### config.mk
export PLATFORM = sky130hd
export DESIGN_NAME = msi_bus_controller
export DESIGN_NICKNAME = d
export VERILOG_FILES = /design/src/rtl/msi_bus_controller_pkg.sv /design/src/rtl/msi_bus_controller_slot.sv /design/src/rtl/msi_bus_controller.sv
export SDC_FILE = /design/constraint.sdc
export NUM_CORES = 1
export LEC_CHECK = 0
export ABC_AREA = 1
export BUFFER_PORTS_ARGS = -buffer_cell sky130_fd_sc_hd__buf_4
export CAP_MARGIN = 30
export CORE_MARGIN = 10
export CORE_UTILIZATION = 45
export DETAILED_ROUTE_END_ITERATION = 8
export PLACE_DENSITY = 0.66
export SLEW_MARGIN = 20
export SYNTH_ARGS = -nofsm -noshare
export SYNTH_HDL_FRONTEND = slang
export SYNTH_HIERARCHICAL = 1
export SYNTH_SLANG_ARGS = --single-unit
### constraint.sdc
create_clock -name clk -period 2.41 [get_ports clk]
set_input_delay 0.3615 -clock clk [delete_from_list [all_inputs] [get_ports clk]]
set_output_delay 0.3615 -clock clk [all_outputs]
set_load 0.02 [all_outputs]
### src/rtl/msi_bus_controller_pkg.sv
// Shared types for the two-core snooping coherence bus: cache line states,
// bus FSM states, request kinds and fill-source encodings.
package msi_bus_controller_pkg;

  typedef enum logic [1:0] {
    INVALID  = 2'b00,
    SHARED   = 2'b01,
    MODIFIED = 2'b10
  } blk_state_t;

  typedef enum logic [2:0] {
    BUS_IDLE     = 3'd0,
    BUS_SNOOP    = 3'd1,
    BUS_INVAL    = 3'd2,
    BUS_WAIT_MEM = 3'd3,
    BUS_RESPOND  = 3'd4
  } bus_state_t;

  typedef enum logic [1:0] {
    REQ_RD  = 2'b00,
    REQ_WR  = 2'b01,
    REQ_INV = 2'b10
  } req_type_t;

  localparam logic [1:0] SOURCE_DMEM       = 2'b00;
  localparam logic [1:0] SOURCE_OTHER_PROC = 2'b01;

  // A snoop only counts as a hit when the peer holds the line in a live state.
  function automatic logic snoop_hit(input logic found, input logic [1:0] state);
    return found && (blk_state_t'(state) != INVALID);
  endfunction

endpackage

### src/rtl/msi_bus_controller_slot.sv
// One pending-request slot per CPU: captures a request pulse, resolves
// simultaneous pulses (WR > RD > INV) and flags dropped or conflicting pulses.
module bus_req_slot
  import msi_bus_controller_pkg::*;
(
  input  logic        clk,
  input  logic        rst_n,
  input  logic        read_miss,
  input  logic        write_miss,
  input  logic        invalidate,
  input  logic [12:0] addr,
  input  logic        clear,
  output logic        valid,
  output logic [1:0]  req_type,
  output logic [12:0] req_addr,
  output logic        err
);

  logic      any_pulse;
  logic      multi_pulse;
  logic      busy;
  logic      accept;
  req_type_t pick;

  // A slot being cleared this cycle is free, so a pulse landing on RESPOND is kept.
  always_comb begin
    any_pulse   = read_miss | write_miss | invalidate;
    multi_pulse = (read_miss & write_miss) | (read_miss & invalidate) |
                  (write_miss & invalidate);
    busy        = valid & ~clear;
    accept      = any_pulse & ~busy;
    err         = any_pulse & (busy | multi_pulse);
    if (write_miss)     pick = REQ_WR;
    else if (read_miss) pick = REQ_RD;
    else                pick = REQ_INV;
  end

  always_ff @(posedge clk or negedge rst_n) begin
    if (!rst_n) begin
      valid <= 1'b0;
    end else if (accept) begin
      valid <= 1'b1;
    end else if (clear) begin
      valid <= 1'b0;
    end
  end

  // Payload is only looked at while valid, so it carries no reset.
  always_ff @(posedge clk) begin
    if (accept) begin
      req_type <= pick;
      req_addr <= addr;
    end
  end

endmodule

### src/rtl/msi_bus_controller.sv
// Snooping coherence bus for the two-core SMP: round-robin arbitration of
// per-CPU miss/upgrade requests, peer snoop, invalidation and fill routing.
module msi_bus_controller
  import msi_bus_controller_pkg::*;
#(
  parameter int MEM_TIMEOUT = 255
) (
  input  logic             clk,
  input  logic             rst_n,
  input  logic [1:0]       read_miss,
  input  logic [1:0]       write_miss,
  input  logic [1:0]       invalidate,
  input  logic [1:0][12:0] bico,
  input  logic [1:0]       cpu_search_found,
  input  logic [1:0][1:0]  block_state,
  input  logic [1:0][15:0] send_other_proc_data,
  input  logic             u_rdy,
  output logic [1:0]       grant,
  output logic [1:0]       cpu_search,
  output logic [1:0][12:0] boci,
  output logic [1:0][15:0] other_proc_data,
  output logic [1:0][1:0]  cpu_datasel,
  output logic [1:0]       invalidate_from_other_cpu,
  output logic             proto_err
);

  localparam int CNT_W = $clog2(MEM_TIMEOUT + 1);

  bus_state_t       state;
  logic             owner;
  logic             last_owner;
  logic             src_peer;
  req_type_t        cur_type;
  logic [12:0]      cur_addr;
  logic [CNT_W-1:0] mem_cnt;

  logic [1:0]       slot_valid;
  logic [1:0]       slot_err;
  logic [1:0]       slot_clear;
  logic [1:0][1:0]  slot_type;
  logic [1:0][12:0] slot_addr;

  logic             next_owner;
  logic             peer;
  logic             peer_hit;
  logic             mem_expired;

  for (genvar g = 0; g < 2; g++) begin : g_slot
    bus_req_slot u_slot (
      .clk        (clk),
      .rst_n      (rst_n),
      .read_miss  (read_miss[g]),
      .write_miss (write_miss[g]),
      .invalidate (invalidate[g]),
      .addr       (bico[g]),
      .clear      (slot_clear[g]),
      .valid      (slot_valid[g]),
      .req_type   (slot_type[g]),
      .req_addr   (slot_addr[g]),
      .err        (slot_err[g])
    );
  end

  always_comb begin
    peer        = ~owner;
    peer_hit    = snoop_hit(cpu_search_found[peer], block_state[peer]);
    next_owner  = (&slot_valid) ? ~last_owner : slot_valid[1];
    mem_expired = (mem_cnt == CNT_W'(MEM_TIMEOUT));
    slot_clear  = 2'b00;
    if (state == BUS_RESPOND || (state == BUS_INVAL && cur_type == REQ_INV)) begin
      slot_clear[owner] = 1'b1;
    end
  end

  // Transaction payload is latched when IDLE selects an owner.
  always_ff @(posedge clk) begin
    if (state == BUS_IDLE && |slot_valid) begin
      cur_type <= req_type_t'(slot_type[next_owner]);
      cur_addr <= slot_addr[next_owner];
    end
  end

  always_ff @(posedge clk or negedge rst_n) begin
    if (!rst_n) begin
      state                     <= BUS_IDLE;
      owner                     <= 1'b0;
      last_owner                <= 1'b1;
      src_peer                  <= 1'b0;
      mem_cnt                   <= '0;
      grant                     <= 2'b00;
      cpu_search                <= 2'b00;
      boci                      <= '0;
      other_proc_data           <= '0;
      cpu_datasel               <= {SOURCE_DMEM, SOURCE_DMEM};
      invalidate_from_other_cpu <= 2'b00;
      proto_err                 <= 1'b0;
    end else begin
      grant                     <= 2'b00;
      cpu_search                <= 2'b00;
      invalidate_from_other_cpu <= 2'b00;
      proto_err                 <= |slot_err;

      case (state)
        BUS_IDLE: begin
          if (|slot_valid) begin
            owner             <= next_owner;
            boci[~next_owner] <= slot_addr[next_owner];
            if (req_type_t'(slot_type[next_owner]) == REQ_INV) begin
              invalidate_from_other_cpu[~next_owner] <= 1'b1;
              state <= BUS_INVAL;
            end else begin
              cpu_search[~next_owner] <= 1'b1;
              state <= BUS_SNOOP;
            end
          end
        end

        // Peer answers combinationally while cpu_search is high.
        BUS_SNOOP: begin
          src_peer               <= peer_hit;
          cpu_datasel[owner]     <= peer_hit ? SOURCE_OTHER_PROC : SOURCE_DMEM;
          other_proc_data[owner] <= peer_hit ? send_other_proc_data[peer] : 16'h0000;
          if (cur_type == REQ_WR) begin
            invalidate_from_other_cpu[peer] <= 1'b1;
            boci[peer] <= cur_addr;
            state      <= BUS_INVAL;
          end else if (peer_hit) begin
            grant[owner] <= 1'b1;
            state        <= BUS_RESPOND;
          end else begin
            mem_cnt <= '0;
            state   <= BUS_WAIT_MEM;
          end
        end

        BUS_INVAL: begin
          if (cur_type == REQ_INV) begin
            state <= BUS_IDLE;
          end else if (src_peer) begin
            grant[owner] <= 1'b1;
            state        <= BUS_RESPOND;
          end else begin
            mem_cnt <= '0;
            state   <= BUS_WAIT_MEM;
          end
        end

        // A stuck memory still completes the miss so the requester never hangs.
        BUS_WAIT_MEM: begin
          if (u_rdy) begin
            grant[owner] <= 1'b1;
            state        <= BUS_RESPOND;
          end else if (mem_expired) begin
            grant[owner] <= 1'b1;
            proto_err    <= 1'b1;
            state        <= BUS_RESPOND;
          end else begin
            mem_cnt <= mem_cnt + 1'b1;
          end
        end

        BUS_RESPOND: begin
          last_owner <= owner;
          state      <= BUS_IDLE;
        end

        default: state <= BUS_IDLE;
      endcase
    end
  end

endmodule

==> Word-level counts from Yosys, hierarchy flattened <==
Index checks and enable logic that the tools add are counted.
{ "classes": {"n_reduce_logical": 20, "shift": 0, "magnitude_cmp": 7, "bitwise_logic": 29, "div": 0, "n_addsub": 1, "n_mux": 74, "mul": 0, "n_eq_ne": 17} }
{ "ops": {"columns": ["operator", "count"], "rows": [
  ["two-way mux 16 bit", 4],
  ["bitwise mux 26 bit", 2],
  ["two-way mux 13 bit", 4],
  ["two-way mux 26 bit", 2],
  ["one-hot mux 26 bit (2 select lines)", 1],
  ["two-way mux 8 bit", 6],
  ["two-way mux 2 bit", 21],
  ["bitwise mux 32 bit", 1],
  ["demux 13 bit (select 1 bit)", 2],
  ["one-hot mux 8 bit (3 select lines)", 1],
  ["two-way mux 3 bit", 7],
  ["demux 16 bit (select 1 bit)", 1],
  ["two-way mux 1 bit", 14],
  ["inequality test 2 bit, second input constant", 7],
  ["bitwise AND 1 bit", 12],
  ["one-hot mux 3 bit (4 select lines)", 1],
  ["OR 1 bit", 10],
  ["adder 8 x 1 -> 8 bit, second input constant", 1],
  ["== test 8 bit, second input constant", 1],
  ["less-than comparator 1 x 2 -> 1 bit, second input constant", 4],
  ["nonzero test 2 bit", 4],
  ["inverter 1 bit", 7],
  ["AND reduction 7 bit", 1],
  ["== test 3 x 2 -> 1 bit, second input constant", 2],
  ["19 further kinds", 32]
]} }
{ "totals": {"word_cells": 171, "mem_bits_rw": 0, "ff_bits": 130, "mem_bits_ro": 0, "n_memories": 0, "latch_bits": 0} }

==> Longest topological paths before layout <==
Gate-level depths: netlist (run 1).
{ "depth": {"word_depth": 13, "mapped_depth": 12} }

==> Hierarchy <==
The synthesis (run 1) kept the hierarchy.
{ "by_module_without_submodules": {"columns": ["module", "seq_area_each_um2", "n_inst", "area_per_inst_um2", "cells_per_inst"], "rows": [
  ["msi_bus_controller", 2478.6, 1, 4733.3, 611],
  ["bus_req_slot", 475.5, 2, 533.0, 28]
]} }

==> Worst setup path after synthesis (run 1) <==
No wires, ideal clock.
{ "synth_path": {"kind": "register -> register", "from": "register state[2]", "to": "register g_slot[0].u_slot.req_addr[0] (enable)", "setup_time_ps": 392, "path_buffers": 0, "stages_incl_launch_ff": 7, "period_less_slack_ps": 2099, "arrival_time_ps": 1708, "required_time_ps": 2018, "slack_ps": 311, "path_cell_list": "dfrtp_1 > nor2_1 > nand3_1 > and2_1 > nor2_1 > inv_1 > a21oi_1"} }
{ "synth_between": {"elab_chain_cells": 8, "word_cells_on_any_way": 9} }
{ "synth_rtl": {"columns": ["item", "line", "text"], "rows": [
  ["start: declaration", "msi_bus_controller.sv:29", "bus_state_t state;"],
  ["start signal: assignment", "msi_bus_controller.sv:85", "state <= BUS_IDLE;"],
  ["start signal: assignment", "msi_bus_controller.sv:110", "state <= BUS_INVAL;"],
  ["start signal: assignment", "msi_bus_controller.sv:113", "state <= BUS_SNOOP;"],
  ["== test 3 x 2 -> 1 bit", "msi_bus_controller.sv:70", "if (state == BUS_RESPOND || (state == BUS_INVAL && cur_type == REQ_INV)) begin"],
  ["logical AND 1 bit", "msi_bus_controller.sv:70", null],
  ["logical OR 1 bit (*)", "msi_bus_controller.sv:70", null],
  ["two-way mux 2 bit (*)", "msi_bus_controller.sv:70", null],
  ["net slot_clear[0]", "msi_bus_controller.sv:39", "logic [1:0] slot_clear;"],
  ["inverter 1 bit (*)", "msi_bus_controller_slot.sv:30", "busy = valid & ~clear;"],
  ["bitwise AND 1 bit (*)", "msi_bus_controller_slot.sv:30", null],
  ["inverter 1 bit (*)", "msi_bus_controller_slot.sv:31", "accept = any_pulse & ~busy;"],
  ["bitwise AND 1 bit (*)", "msi_bus_controller_slot.sv:31", null],
  ["net g_slot[0].u_slot.accept", "msi_bus_controller_slot.sv:22", "logic accept;"],
  ["end signal: assignment", "msi_bus_controller_slot.sv:52", "req_addr <= addr;"],
  ["end: declaration", "msi_bus_controller_slot.sv:15", "output logic [12:0] req_addr,"]
]} }
Mark *: on every way through the listed nets, which the timed path passes. The rest lies on a longest branch.
A chain may end at the register's enable or synchronous reset.

==> Worst setup path after layout (run 1) <==
{ "layout_path": {"from": "register state[2]", "to": "register boci[10] (netlist name)"} }
{ "layout_between": {"elab_chain_cells": 3, "word_cells_on_any_way": 7} }
{ "layout_rtl": {"columns": ["item", "line", "text"], "rows": [
  ["== test 3 x 1 -> 1 bit or zero test 3 bit (tied branches)", "msi_bus_controller.sv:103", "case (state)"],
  ["inequality test 2 bit (no source line), or another cell as far along", null, null],
  ["AND reduction 3 bit (no source line)", null, null],
  ["end signal: indexed assignment", "msi_bus_controller.sv:107", "boci[~next_owner] <= slot_addr[next_owner];"],
  ["end signal: indexed assignment", "msi_bus_controller.sv:125", "boci[peer] <= cur_addr;"],
  ["end: declaration", "msi_bus_controller.sv:20", "output logic [1:0][12:0] boci,"]
]} }
Parallel ways exist; a longest one is shown, timed or not.

==> impl_metrics.py, run 1 <==
metrics = {
    "power": {
        "total_power_mw": 9.93,
        "vdd_drop_max_mv": 0.586,
        "switchingPower_mw": 3.95,
        "switching_share_pct": 39.7,
        "leakage_nw": 3.79,
        "seq_power_share_pct": 34.9,
        "power_frac_clock_pct": 25.3,
        "p_int_mw": 5.98,
        "powerDensity_nw_per_um2": 1310,
        "comb_power_share_pct": 39.8,
    },
    "synthesis": {
        "yosysMostFrequentCell": "nand2_1",
        "avgSynthCellArea_um2": 8.69,
        "ys_warn_count": 6,
        "yosysSeqAreaShare_pct": 59.1,
        "synth_area_leaders": "dfrtp_1 (35%), edfxtp_1 (23%), nand2_1 (19%)",
        "synth_edf_count": 45,
        "yosysTopAreaCellShare_pct": 35.4,
        "synthDistinctLibCells": 37,
        "ys_top_cells_by_count": "nand2_1 (290), dfrtp_1 (82), o21ai_0 (70), edfxtp_1 (45), inv_1 (45)",
        "ys_seq_elements": 128,
        "ys.flop_type": "dfrtp_1",
        "netlist_area_um2": 5800,
        "syn_inst": 667,
        "synth-async-reset-ratio_pct": 64.8,
        "synth.largest_area_cell": "dfrtp_1",
    },
    "global_routing": {
        "grt.total_usage_pct": 16.9,
        "overflow": 0,
        "grt_max_degree": 45,
        "first_global_vias": 4710,
        "met1_usage_pct": 22.7,
        "met2_usage_pct": 25.1,
        "antenna_found_initial": 0,
        "grt_use_met3_pct": 4.81,
        "grt_first_pass_wirelength_um": 24400,
        "grt-busiest-layer": "met2",
    },
    "critical_path": {
        "worstPathRequired_ns": 2.71,
        "critPathKind": "reg -> reg",
        "crit_fanout": 14,
        "critPathLaunchType": "flop",
        "arrival_ns": 2.18,
        "cp-end-kind": "flop",
    },
    "hold_path": {
        "hold_path_class": "in -> reg",
    },
    "floorplanning": {
        "start_util_pct": 46.0,
        "fp.dieW_um": 134,
        "dieArea_um2": 17800,
        "coreArea_um2": 12600,
        "ioPinCount": 142,
        "die_y_um": 134,
        "fp-row-count": 41,
    },
    "clock_tree": {
        "clockBufferDepth": 2,
        "cts_root_buf": "clkbuf_16",
        "cts_num_sinks": 128,
        "post_cts_buffers": 0,
        "cts_resized": 0,
        "clkSlewWorstSetupHoldPaths_ns": 0.06,
        "clk_latency_ns": 0.41,
        "htree_levels": 4,
        "cts_buffers": 17,
        "cts_tree": "yes",
    },
    "final_layout": {
        "nNetsFinal": 888,
        "area_delta_synth_final_pct": 30.9,
        "diodes": 0,
        "fin_util_pct": 60.2,
        "multi_input_comb_area_um2": 2020,
        "fillerInstances": 1138,
        "drive_above_1_share_pct": 25.6,
        "regArea_um2": 3430,
        "final_area_um2": 7590,
    },
    "flow_run": {
        "maxCapViolCount": 0,
    },
    "detailed_routing": {
        "wirelength_um": 15200,
        "drt_iter0_drc": 399,
        "ant_nets": 0,
        "drc": 0,
        "wl_per_cell_um": 15.2,
        "vias_per_cell": 4.86,
        "vias": 4856,
        "firstDrtPassIters": 5,
    },
    "timing": {
        "tightest_slew_ns": 0.564,
        "finalMaxSlewViolations": 0,
        "holdWs_ns": 0.124,
        "fmax_mhz": 532,
        "clock_skew_ns": 0.00504,
        "rsz0062_at_grt": "false",
        "fin_crit_sh_pct": 77.9,
        "min_period_ns": 1.88,
        "setup-violations-final": 0,
        "fin_setup_tns_ns": 0,
        "slew_headroom_pct": 62.4,
        "finalHoldViolCount": 0,
    },
    "placement": {
        "placed_area_um2": 7000,
        "hpwl_um": 11600,
        "gp_congestion": 0.856,
        "portBuffers": 139,
    },
    "status": {
        "outcome": "finished, final reports clean",
    },
}
==> cells by family (layout without fill, tap and decap cells) <==
| group | Yosys count | count (layout) | synth area share [%] |
|---|---|---|---|
| simple gates | 376 | 376 | 26.8 |
| flops | 128 | 128 | 59.1 |
| compound gates | 83 | 83 | 7.57 |
| buf+inv | 77 | 236 | 6.08 |
| fa+ha+maj | 1 | 1 | 0.216 |
| other cells | 1 | 2 | 0.0647 |
| xor+xnor | 1 | 1 | 0.151 |
==> through the flow <==
stage | worst slack [ns] | cells
after floorplan | 0.311 | 668
after global placement | 0.603 | 966
after detailed placement | 0.560 | 966
after CTS | 0.544 | 999
after global routing | 0.337 | 999
final | 0.532 | 999
==> area by class of cell <==
type                    count  share of cell area [%]
inverters                  51                    2.60
well taps                 172                    2.83
repair buffers            153                    15.2
flip-flops and latches    128                    45.2
clock buffers              19                    5.70
multi-input cells         463                    26.6
clock inverters            13                    1.91
==> power by group through the flow <==
stage | combinational [mW] | sequential [mW] | clock, mW
finish | 3.95 | 3.46 | 2.51
global route | 4.36 | 3.54 | 2.66
CTS | 3.97 | 3.46 | 2.55
detailed placement | 3.96 | 3.49 | 0
global placement | 3.88 | 3.48 | 0
floorplan | 2.07 | 3.93 | 0
==> timing repair <==
item	CTS	global route
hold endpoints to repair	40	0
endpoints found under the setup margin	0	0
hold buffers	1	0
==> worst paths after layout <==
check                      startpoint  slack (ns)  depth (start not counted)                             to
setup reg to reg             state[2]        0.53                          8                       boci[10]
hold / removal               bico[23]        0.12                          1  g_slot[1].u_slot/req_addr[10]
hold reg to reg              boci[11]        0.48                          2                       boci[11]
min in group asynchronous       rst_n        0.48                          2             other_proc_data[6]
setup / recovery             state[2]        0.53                          8                       boci[10]
max in group asynchronous       rst_n        1.27                          3                        boci[5]
==> placed cells by master (no fill, tap or decap), types with 5 or more instances in the layout <==
master,n
o21ai_0,70
nand2_1,290
nand3_1,23
nand2_4,5
nor2_1,33
buf_4,152
inv_1,45
clkbuf_16,17
dfrtp_1,82
clkinv_2,5
edfxtp_1,45
nand2_2,11
nor2_2,6
==> critical path, cell delays in order, from the launching register on <==
cell and delay [ns]:
dfrtp_1 0.44, nor2_2 0.20, nand2_4 0.10, nand3_1 0.40, nand2_4 0.11, nand2_4 0.17, clkinv_2 0.18, nand2_1 0.11
nand2_1 0.06
==> registers in the layout (all words and copies together) (netlist names), 2 cells and up <==
| register | count |
|---|---|
| other_proc_data | 32 |
| boci | 26 |
| g_slot.u_slot/req_addr | 26 |
| cur_addr | 13 |
| mem_cnt | 8 |
| g_slot.u_slot/req_type | 4 |
| state | 3 |
| cpu_datasel | 2 |
| cpu_search | 2 |
| cur_type | 2 |
| g_slot.u_slot/valid | 2 |
| grant | 2 |
| invalidate_from_other_cpu | 2 |
==> layer usage <==
layer	routed length (um)	part of all wire [%]	vias up
met4	316	2.1	0
met5	0	0	-
met3	931	6.1	23
met2	6810	45	168
met1	7170	47	2262
li1	-	-	2403
No activity file was read; power rests on OpenSTA's default activity.
==> run 2: changes to the inputs <==
--- a/config.mk
+++ b/config.mk
@@ -11,7 +11,7 @@
 export CORE_MARGIN = 10
 export CORE_UTILIZATION = 45
 export DETAILED_ROUTE_END_ITERATION = 8
-export PLACE_DENSITY = 0.66
+export PLACE_DENSITY = 0.69
 export SLEW_MARGIN = 20
 export SYNTH_ARGS = -nofsm -noshare
 export SYNTH_HDL_FRONTEND = slang
==> constraint.sdc (replaced) <==
create_clock -name clk -period 1.6 [get_ports clk]
set_input_delay 0.24 -clock clk [delete_from_list [all_inputs] [get_ports clk]]
set_output_delay 0.24 -clock clk [all_outputs]
set_load 0.02 [all_outputs]
==> run 2 against run 1 <==
Effect of this change:
- hold slack got worse by 0.10 ns
- clock-buffer cell count is 2 lower
- via count rose by 4.7%
- global-route usage grew 0.25 points
- critical endpoint is now g_slot[1].u_slot/req_addr[11]
- sequential power is 51% higher
- flip-flop and latch count unchanged
- clock power up 56%
==> impl_metrics.py, run 2 (synthesized netlist as in run 1, its figures left out) <==
metrics = {
    "status": {
        "outcome": "finished, final reports clean",
    },
    "floorplanning": {
        "start_util_pct": 46.0,
        "die_y_um": 134,
        "ioPinCount": 142,
        "fp-row-count": 41,
        "dieArea_um2": 17800,
        "fp.dieW_um": 134,
        "coreArea_um2": 12600,
    },
    "clock_tree": {
        "cts_root_buf": "clkbuf_16",
        "clockBufferDepth": 2,
        "cts_num_sinks": 128,
        "cts_buffers": 17,
        "cts_tree": "yes",
        "htree_levels": 4,
        "clk_latency_ns": 0.41,
        "clkSlewWorstSetupHoldPaths_ns": 0.06,
    },
    "critical_path": {
        "arrival_ns": 1.71,
        "worstPathRequired_ns": 1.73,
        "critPathKind": "reg -> reg",
        "cp-end-kind": "flop",
        "crit_fanout": 15,
        "critPathLaunchType": "flop",
    },
    "detailed_routing": {
        "drc": 0,
        "wirelength_um": 15500,
        "drt_iter0_drc": 341,
        "wl_per_cell_um": 14.8,
        "vias": 5086,
        "ant_nets": 0,
        "vias_per_cell": 4.86,
        "firstDrtPassIters": 5,
    },
    "timing": {
        "min_period_ns": 1.58,
        "setup-violations-final": 0,
        "fin_setup_tns_ns": 0,
        "worst_slack_ns": 0.0183,
        "fmax_mhz": 632,
        "finalHoldViolCount": 0,
        "finalMaxSlewViolations": 0,
        "clock_skew_ns": 0.00729,
        "rsz0062_at_grt": "true",
        "fin_crit_sh_pct": 98.9,
    },
    "final_layout": {
        "stdcell_count": 1046,
        "nNetsFinal": 935,
        "reg_top3": "other_proc_data: 32 flops, boci: 26 flops, g_slot.u_slot/req_addr: 26 flops",
        "diodes": 0,
        "top_register": "other_proc_data",
        "final_common_cell": "nand2_1",
        "area_delta_synth_final_pct": 42.0,
        "final_cell_mix": "nand2_1 (286), buf_4 (167), dfrtp_1 (80)",
        "drive_above_1_share_pct": 29.9,
        "largest_reg_flops": 32,
    },
    "power": {
        "powerDensity_nw_per_um2": 1930,
        "power_frac_clock_pct": 24.7,
        "switching_share_pct": 39.3,
        "leakage_nw": 4.04,
        "p_int_mw": 9.65,
        "vdd_drop_max_mv": 1.05,
        "switchingPower_mw": 6.24,
        "comb_power_share_pct": 42.4,
        "total_power_mw": 15.9,
        "seq_power_share_pct": 32.9,
    },
    "global_routing": {
        "antenna_found_initial": 0,
        "grt_first_pass_wirelength_um": 24800,
        "grt_max_degree": 43,
        "first_global_vias": 4951,
        "overflow": 0,
        "grt.total_usage_pct": 17.2,
    },
    "flow_run": {
        "maxCapViolCount": 0,
    },
    "hold_path": {
        "hold_path_class": "in -> reg",
    },
    "placement": {
        "pre_cts_ws_ns": -0.0709,
        "hpwl_um": 11500,
        "portBuffers": 139,
        "gp_congestion": 0.907,
        "dp_cells": 984,
    },
}
==> run 2: timing repair <==
action                                 in CTS  in global routing
setup buffers                               2                  2
pin swaps                                   1                  7
setup endpoints to repair                  32                 87
gates resized for setup                     6                 30
hold buffers                               26                  0
endpoints found under the hold margin      56                  0
==> run 2: critical path, cell delays in order (launching register included) <==
cell     delay [ns]
dfrtp_1        0.41
inv_2          0.07
nor2_4         0.12
nand3_2        0.08
and2_4         0.17
nor2_4         0.10
inv_2          0.06
a21oi_4        0.13
buf_12         0.16
==> run 2: final timing paths <==
check	end	cells after the start	start	slack, ns
worst min-delay path	g_slot[1].u_slot/req_addr[3]	1	bico[16]	0.02
min in group asynchronous	other_proc_data[23]	2	rst_n	0.31
max in group asynchronous	boci[21]	3	rst_n	0.71
worst max-delay path	g_slot[1].u_slot/req_addr[11]	8	state[1]	0.02
worst max register to register	g_slot[1].u_slot/req_addr[11]	8	state[1]	0.02
worst min register to register	other_proc_data[27]	2	other_proc_data[27]	0.48
==> run 2: layout make-up <==
type / instances / area (um2)
Tap cell: 172 / 215
Timing Repair Buffer: 200 / 1650
Multi-Input combinational cell: 463 / 2120
Clock inverter: 15 / 184
Inverter: 51 / 209
Fill cell: 1037 / 4380
Clock buffer: 17 / 425
Sequential cell: 128 / 3430
==> run 2: layer usage <==
metal | up-vias | wire length, um | global-route usage (%)
met5 | - | 0 | 0
met4 | 0 | 195 | 6.23
met3 | 17 | 903 | 4.77
met2 | 157 | 7250 | 27.2
met1 | 2394 | 7110 | 22.0
li1 | 2518 | - | -
==> run 2: power by group through the flow <==
stage / logic (mW) / registers [mW] / clock network, mW
4_1_cts: 6.54 / 5.21 / 3.98
6_report: 6.74 / 5.22 / 3.92
3_5_place_dp: 6.39 / 5.25 / 0
2_1_floorplan: 3.15 / 5.91 / 0
5_1_grt: 7.40 / 5.33 / 4.12
3_3_place_gp: 6.28 / 5.22 / 0
==> run 2: per-stage QoR <==
stage / utilization (%) / hold WS (ns) / instance area, um2
6_report: 65.3 / 0.0192 / 8240
5_1_grt: 65.3 / 0.00913 / 8240
4_1_cts: 64.6 / 0.00248 / 8150
3_5_place_dp: 57.4 / 0.212 / 7240
3_3_place_gp: 57.4 / 0.216 / 7240
2_1_floorplan: - / -0.0556 / 5830
